[src/rtl/user_sha_obi_sbr_pkg.sv]
// Shared definitions for the SHA-256 OBI subordinate: bus types, register map, FSM states.
package user_sha_obi_sbr_pkg;

    // OBI subordinate configuration
    localparam int unsigned SbrAddrWidth = 32;
    localparam int unsigned SbrDataWidth = 32;
    localparam int unsigned SbrIdWidth   = 2;

    typedef struct packed {
        int unsigned AddrWidth;
        int unsigned DataWidth;
        int unsigned IdWidth;
    } obi_cfg_t;

    localparam obi_cfg_t SbrObiCfg = '{
        AddrWidth: SbrAddrWidth,
        DataWidth: SbrDataWidth,
        IdWidth:   SbrIdWidth
    };

    typedef struct packed {
        logic [SbrAddrWidth-1:0]   addr;
        logic                      we;
        logic [SbrDataWidth/8-1:0] be;
        logic [SbrDataWidth-1:0]   wdata;
        logic [SbrIdWidth-1:0]     aid;
    } sbr_obi_a_chan_t;

    typedef struct packed {
        sbr_obi_a_chan_t a;
        logic            req;
    } sbr_obi_req_t;

    typedef struct packed {
        logic [SbrDataWidth-1:0] rdata;
        logic [SbrIdWidth-1:0]   rid;
        logic                    err;
    } sbr_obi_r_chan_t;

    typedef struct packed {
        sbr_obi_r_chan_t r;
        logic            gnt;
        logic            rvalid;
    } sbr_obi_rsp_t;

    // Placement in the user address map
    localparam logic [31:0] UserBaseAddr     = 32'h2000_0000;
    localparam logic [31:0] UserShaAddrStart = UserBaseAddr;
    localparam logic [31:0] UserShaAddrRange = 32'h0000_1000;

    // Register map as word offsets (byte address [11:2])
    localparam logic [9:0] MsgLastWord     = 10'h00F;  // MSG0..MSG15 at 0x00..0x3C
    localparam logic [9:0] CtrlWord        = 10'h010;  // 0x40
    localparam logic [9:0] StatusWord      = 10'h011;  // 0x44
    localparam logic [9:0] DigestFirstWord = 10'h012;  // 0x48
    localparam logic [9:0] DigestLastWord  = 10'h019;  // 0x64

    localparam int unsigned NumMsgWords    = 16;
    localparam int unsigned NumDigestWords = 8;

    // Control and status bit positions
    localparam int unsigned CtrlStartBit   = 0;
    localparam int unsigned CtrlInitBit    = 1;
    localparam int unsigned StatusBusyBit  = 0;
    localparam int unsigned StatusDoneBit  = 1;

    typedef enum logic [0:0] {
        StIdle = 1'b0,
        StBusy = 1'b1
    } sha_state_e;

endpackage

[src/rtl/user_sha_obi_sbr.sv]
// OBI register front-end for a SHA-256 core: message/digest registers, start/done handshake.
module user_sha_obi_sbr
    import user_sha_obi_sbr_pkg::*;
#(
    parameter obi_cfg_t ObiCfg    = SbrObiCfg,
    parameter type      obi_req_t = sbr_obi_req_t,
    parameter type      obi_rsp_t = sbr_obi_rsp_t
) (
    input  logic         clk_i,
    input  logic         rst_ni,
    input  obi_req_t     obi_req_i,
    output obi_rsp_t     obi_rsp_o,
    output logic         core_start_o,
    output logic         core_init_o,
    output logic [511:0] core_block_o,
    input  logic         core_valid_i,
    input  logic [255:0] core_digest_i
);

    localparam int unsigned IdW = ObiCfg.IdWidth;

    // Register state
    logic [31:0]    r_msg    [NumMsgWords];
    logic [31:0]    r_digest [NumDigestWords];
    sha_state_e     r_state;
    logic           r_done;
    logic           r_start;
    logic           r_init;
    logic           r_rvalid;
    logic [IdW-1:0] r_rid;
    logic           r_err;
    logic [31:0]    r_rdata;

    // Request fields and decode
    logic           w_req;
    logic           w_we;
    logic [3:0]     w_be;
    logic [31:0]    w_wdata;
    logic [IdW-1:0] w_aid;
    logic [9:0]     w_word;
    logic [9:0]     w_dig_off;
    logic [3:0]     w_msg_idx;
    logic [2:0]     w_dig_idx;
    logic           w_is_msg;
    logic           w_is_ctrl;
    logic           w_is_status;
    logic           w_is_digest;
    logic           w_busy;

    // Per-request actions
    logic [31:0]    w_rdata;
    logic           w_err;
    logic           w_msg_we;
    logic           w_start;
    logic           w_done_clr;
    logic           w_capture;
    logic           w_unused;

    assign w_req       = obi_req_i.req;
    assign w_we        = obi_req_i.a.we;
    assign w_be        = obi_req_i.a.be;
    assign w_wdata     = obi_req_i.a.wdata;
    assign w_aid       = obi_req_i.a.aid;
    assign w_word      = obi_req_i.a.addr[11:2];
    assign w_dig_off   = w_word - DigestFirstWord;
    assign w_msg_idx   = w_word[3:0];
    assign w_dig_idx   = w_dig_off[2:0];
    assign w_is_msg    = (w_word <= MsgLastWord);
    assign w_is_ctrl   = (w_word == CtrlWord);
    assign w_is_status = (w_word == StatusWord);
    assign w_is_digest = (w_word >= DigestFirstWord) && (w_word <= DigestLastWord);
    assign w_busy      = (r_state == StBusy);
    assign w_capture   = w_busy && core_valid_i;

    // Address bits above the 4 KiB window and low byte bits are don't-care
    assign w_unused    = ^{obi_req_i, w_dig_off[9:3]};

    // Decode the granted request into read data, error and register side effects
    always_comb begin
        w_rdata    = '0;
        w_err      = 1'b0;
        w_msg_we   = 1'b0;
        w_start    = 1'b0;
        w_done_clr = 1'b0;
        if (w_req) begin
            if (w_is_msg) begin
                if (w_we) begin
                    if (w_busy) w_err = 1'b1;
                    else        w_msg_we = 1'b1;
                end else begin
                    w_rdata = r_msg[w_msg_idx];
                end
            end else if (w_is_ctrl) begin
                // CTRL is write-only; reads return 0 without error
                if (w_we) begin
                    if (w_busy) w_err = 1'b1;
                    else        w_start = w_wdata[CtrlStartBit];
                end
            end else if (w_is_status) begin
                if (w_we) begin
                    w_done_clr = w_wdata[StatusDoneBit];
                end else begin
                    w_rdata[StatusBusyBit] = w_busy;
                    w_rdata[StatusDoneBit] = r_done;
                end
            end else if (w_is_digest) begin
                if (w_we) w_err = 1'b1;
                else      w_rdata = r_digest[w_dig_idx];
            end else begin
                w_err = 1'b1;
            end
        end
    end

    // Response channel: rvalid follows each grant by exactly one cycle
    always_ff @(posedge clk_i or negedge rst_ni) begin
        if (!rst_ni) begin
            r_rvalid <= 1'b0;
            r_rid    <= '0;
            r_err    <= 1'b0;
            r_rdata  <= '0;
        end else begin
            r_rvalid <= w_req;
            if (w_req) begin
                r_rid   <= w_aid;
                r_err   <= w_err;
                r_rdata <= w_rdata;
            end
        end
    end

    // Drive the OBI response; grant is purely combinational
    always_comb begin
        obi_rsp_o         = '0;
        obi_rsp_o.gnt     = w_req;
        obi_rsp_o.rvalid  = r_rvalid;
        obi_rsp_o.r.rdata = r_rdata;
        obi_rsp_o.r.rid   = r_rid;
        obi_rsp_o.r.err   = r_err;
    end

    // Message registers with byte-enable writes
    always_ff @(posedge clk_i or negedge rst_ni) begin
        if (!rst_ni) begin
            for (int i = 0; i < NumMsgWords; i++) r_msg[i] <= '0;
        end else if (w_msg_we) begin
            for (int b = 0; b < 4; b++) begin
                if (w_be[b]) r_msg[w_msg_idx][8*b +: 8] <= w_wdata[8*b +: 8];
            end
        end
    end

    // Digest capture when the core reports completion of an active hash
    always_ff @(posedge clk_i or negedge rst_ni) begin
        if (!rst_ni) begin
            for (int i = 0; i < NumDigestWords; i++) r_digest[i] <= '0;
        end else if (w_capture) begin
            for (int i = 0; i < NumDigestWords; i++) begin
                r_digest[i] <= core_digest_i[255-32*i -: 32];
            end
        end
    end

    // Hash FSM with registered start pulse, init select and DONE flag
    always_ff @(posedge clk_i or negedge rst_ni) begin
        if (!rst_ni) begin
            r_state <= StIdle;
            r_start <= 1'b0;
            r_init  <= 1'b1;
            r_done  <= 1'b0;
        end else begin
            r_start <= w_start;
            if (w_start) r_init <= w_wdata[CtrlInitBit];
            case (r_state)
                StIdle: begin
                    if (w_start) begin
                        r_state <= StBusy;
                        r_done  <= 1'b0;
                    end else if (w_done_clr) begin
                        r_done  <= 1'b0;
                    end
                end
                StBusy: begin
                    // Completion wins over a simultaneous DONE clear
                    if (core_valid_i) begin
                        r_state <= StIdle;
                        r_done  <= 1'b1;
                    end else if (w_done_clr) begin
                        r_done  <= 1'b0;
                    end
                end
                default: r_state <= StIdle;
            endcase
        end
    end

    assign core_start_o = r_start;
    assign core_init_o  = r_init;

    // Message block view: MSG0 occupies the most significant word
    always_comb begin
        core_block_o = '0;
        for (int i = 0; i < NumMsgWords; i++) begin
            core_block_o[511-32*i -: 32] = r_msg[i];
        end
    end

endmodule

[config.mk]
export PLATFORM = sky130hd
export DESIGN_NAME = user_sha_obi_sbr
export DESIGN_NICKNAME = d
export VERILOG_FILES = /design/src/rtl/user_sha_obi_sbr_pkg.sv /design/src/rtl/user_sha_obi_sbr.sv
export SDC_FILE = /design/constraint.sdc
export NUM_CORES = 1
export LEC_CHECK = 0
export ABC_AREA = 1
export CORE_ASPECT_RATIO = 0.6
export CORE_UTILIZATION = 30
export DETAILED_ROUTE_END_ITERATION = 7
export MAX_ROUTING_LAYER = met4
export SETUP_SLACK_MARGIN = 0.02
export SKIP_LAST_GASP = 1
export SYNTH_ARGS = -nofsm -noshare
export SYNTH_HDL_FRONTEND = slang
export SYNTH_SLANG_ARGS = --single-unit
[constraint.sdc]
create_clock -name clk_i -period 2.1 [get_ports clk_i]
set_clock_uncertainty 0.1 [all_clocks]
set_input_delay 0.63 -clock clk_i [delete_from_list [all_inputs] [get_ports clk_i]]
set_output_delay 0.63 -clock clk_i [all_outputs]
set_load 0.1 [all_outputs]
==> summary.md <==
| Metric | Value |
|---|---|
| Status | `finished with violations` |
| Failing checks | `negative setup slack` |
| Seq/Total Area, Yosys | `54.45%` |
| Max Cap Viol | `0` |
| Vias post-DR | `38.33k` |
| Non-filler cells, final | `7642` |
| Largest net degree at the start of global routing | `81` |
| RSZ-0062 raised after global routing | `true` |
| Final setup viols | `2` |
| Area leader, netlist | `dfrtp_1` |
| Placer Congestion | `0.9449` |
| Most common cell after layout, fill and taps aside | `nand2_1` |
| I/O pins | `882` |
| Most frequent cells in the layout | `1787 x nand2_1, 720 x buf_4, 661 x buf_12` |
| CP max stage cell | `dfstp_2` |
| Crit end category | `output port` |
| Total track usage | `29.25%` |
| Worst hold slack | `217.9 ps` |
| Layout cell share with drive strength beyond 1 | `32.91%` |
| CTS tree | `done` |
| First-pass GRT wire length | `258.7 mm` |
| Cell area power density | `580.9 nW/um2` |
| Peak supply drop | `0.5764 mV` |
| Peak Freq | `0.4636 GHz` |
| Crit path depth | `1` |
| Hold crit path type | `in -> reg` |
| Hpwl dp | `137.5 mm` |
| Required @ worst endpoint | `1370 ps` |
| Initial core utilization | `30.40%` |
| Setup crit start kind | `flop` |
| Drt drc | `0` |
| Initial detailed-routing violation count | `4090` |
| Max Slew Vio Count | `0` |
| Syn Area/Cell | `8.361 um2` |
| Core area | `122100 um2` |
| Largest family of logic cells by synthesized area | `simple AND/OR/NAND/NOR gates` |
| Simple-Gate Fraction of Synth Area | `24.27%` |
| CTS Buf Count | `84` |
| Leakage power | `0.03069 uW` |
| Final hold viol count | `0` |
| Post-synthesis mux area share | `4.276%` |
| 1st-pass router iterations | `5` |
| Tmin final | `2157 ps` |
| Buf/Inv on CP | `1` |
| CTS Sinks | `808` |
| Worst slew pin tran | `835.0 ps` |
| Die H | `274.5 um` |
| Fin crit share | `102.7%` |
| # rows | `99` |
| Synth Cell Area | `37130 um2` |
| Port bufs | `859` |
| DR vias/cell | `5.016` |
| Worst EP arrival | `1430 ps` |
| Residual antenna-violating net count after detailed routing | `0` |
| Clk_lat worst skew | `690 ps` |
| Number of synthesis warnings | `0` |
| Post-synth top area share | `54.38%` |
| Initial antenna violation count | `14` |
| Number of synthesized register bits | `808` |
| Clock root buffer | `clkbuf_16` |
| CP cell instances | `buf_12` |
| Max_slew headroom | `44.27%` |
| Vias in the first global route | `36.86k` |
| Setup WS pre-CTS | `-976.7 ps` |
| CP Class | `reg -> out` |
| Max H-tree Level | `3` |
| Synth area leaders | `dfrtp_1 54%, nand2_1 18%, o21ai_0 6.5%` |
| Hold Crit Depth | `2` |
| Syn nets | `4772` |
| Total gr overflow | `0` |
| CTS max path bufs | `3` |
| Synth Area in Compound Gates | `11.04%` |
| Area share of fa/ha/maj cells after synthesis | `0%` |
| Reg clk slew, reported paths | `60 ps` |
| Crit Path Max Fanout | `2` |
| Final WL | `183.6 mm` |
| Synth Area in XOR/XNOR | `0.04717%` |
| Final worst-path setup slack | `-57.01 ps` |
| Dpl cells | `7035` |
| Setup slack, reg-to-reg | `140 ps` |
| Chip width | `456.2 um` |
| Die area | `125200 um2` |
| Worst Reg-to-Reg Cells | `8` |
| Area Growth Syn to Fin | `69.58%` |
| Synth unique cells | `31` |
| Syn Inst Count | `4441` |
| CP peak stage delay | `560 ps` |
| Delay-heaviest family, CP | `flip-flops` |
| Final net count | `6280` |
| WL/cell | `24.03 um` |
| Total power | `36580 uW` |
-- cell families after synthesis --
| logic type | after synthesis |
|---|---|
| muxes | 141 |
| buffers and inverters | 460 |
| AOI/OAI and AO/OA | 810 |
| and+or+nand+nor | 2220 |
| DFF | 808 |
| xor gates and xnor gates | 2 |
-- final cells by class --
type,instances,area (um2)
fillers,11010,59170
repair buffers,1694,21810
flip-flops and latches,808,20480
multi-input cells,3175,14970
clock buffers,122,2455
well taps,1616,2022
inverters,186,708.2
clock inverters,29,485.5
diodes,12,30.03
-- routing by layer --
layer | track usage, % | wire length (um)
met2 | 44.00 | 83090
met3 | 6.046 | 14390
met1 | 39.00 | 79240
met5 | - | 0
met4 | 10.18 | 6919
-- metrics by stage --
stage	TNS (ps)	utilization [%]	instance area, um2
floorplan	0	-	37130
global placement	-379020	45.98	56160
detailed placement	-378940	45.98	56160
CTS	-689.3	50.91	62180
global route	-595.6	51.55	62960
finish	-90.73	51.56	62970
-- state kept, by name (all words and copies together), names as in the netlist --
register and flops:
r_rid 2, core_init_o 1, r_rvalid 1, r_rdata 32, core_block_o 512, r_state 1, core_start_o 1, r_err 1
r_done 1, r_digest 256
-- synthesized netlist by cell type --
cell and number:
buf_12 3, nor2_2 12, a21oi_1 210, inv_1 180, dfstp_2 1, xnor2_1 1
nand2_4 40, clkbuf_1 149, mux2_2 141, nand2_1 1797, o21ai_0 481, buf_2 62
buf_8 1, nand4_1 29, buf_4 9, o22ai_1 33, nand2_2 4, nor2_4 10
inv_2 6, o21a_1 1, or2_2 3, buf_1 10, o21ai_1 85, nand3_1 90
nor2_1 218, buf_6 40, nand3b_1 15, nor3_1 1, dfrtp_1 807, xor2_1 1
nor3_4 1
-- final timing paths --
kind	start	end
worst max-delay path	core_init_o$_DFFE_PN1P_	core_init_o
worst min-delay path	obi_req_i[0]	r_rvalid$_DFF_PN0_
worst max register to register	core_block_o[272]$_DFFE_PN0P_	r_rdata[16]$_DFFE_PN0P_
worst min register to register	r_digest[6]$_DFFE_PN0P_	r_digest[6]$_DFFE_PN0P_
max in group asynchronous	rst_ni	core_block_o[500]$_DFFE_PN0P_
min in group asynchronous	rst_ni	r_rdata[6]$_DFFE_PN0P_
-- where the power goes --
| part | switching, uW | internal [uW] | leakage [uW] |
|---|---|---|---|
| combinational | 2550 | 1680 | 0.0190 |
| clock | 6840 | 9400 | 0.00144 |
| sequential | 209 | 15900 | 0.0103 |
| total | 9600 | 27000 | 0.0307 |
-- timing repair --
item                                    CTS  global route
hold buffers                              1             0
resized for setup                       201            76
endpoints found under the hold margin    15             0
pin swaps                                 0             8
gates cloned                              0             5
endpoints found under the setup margin  655           578
buffers inserted                        377            62
Power figures use the tool's default switching activity.
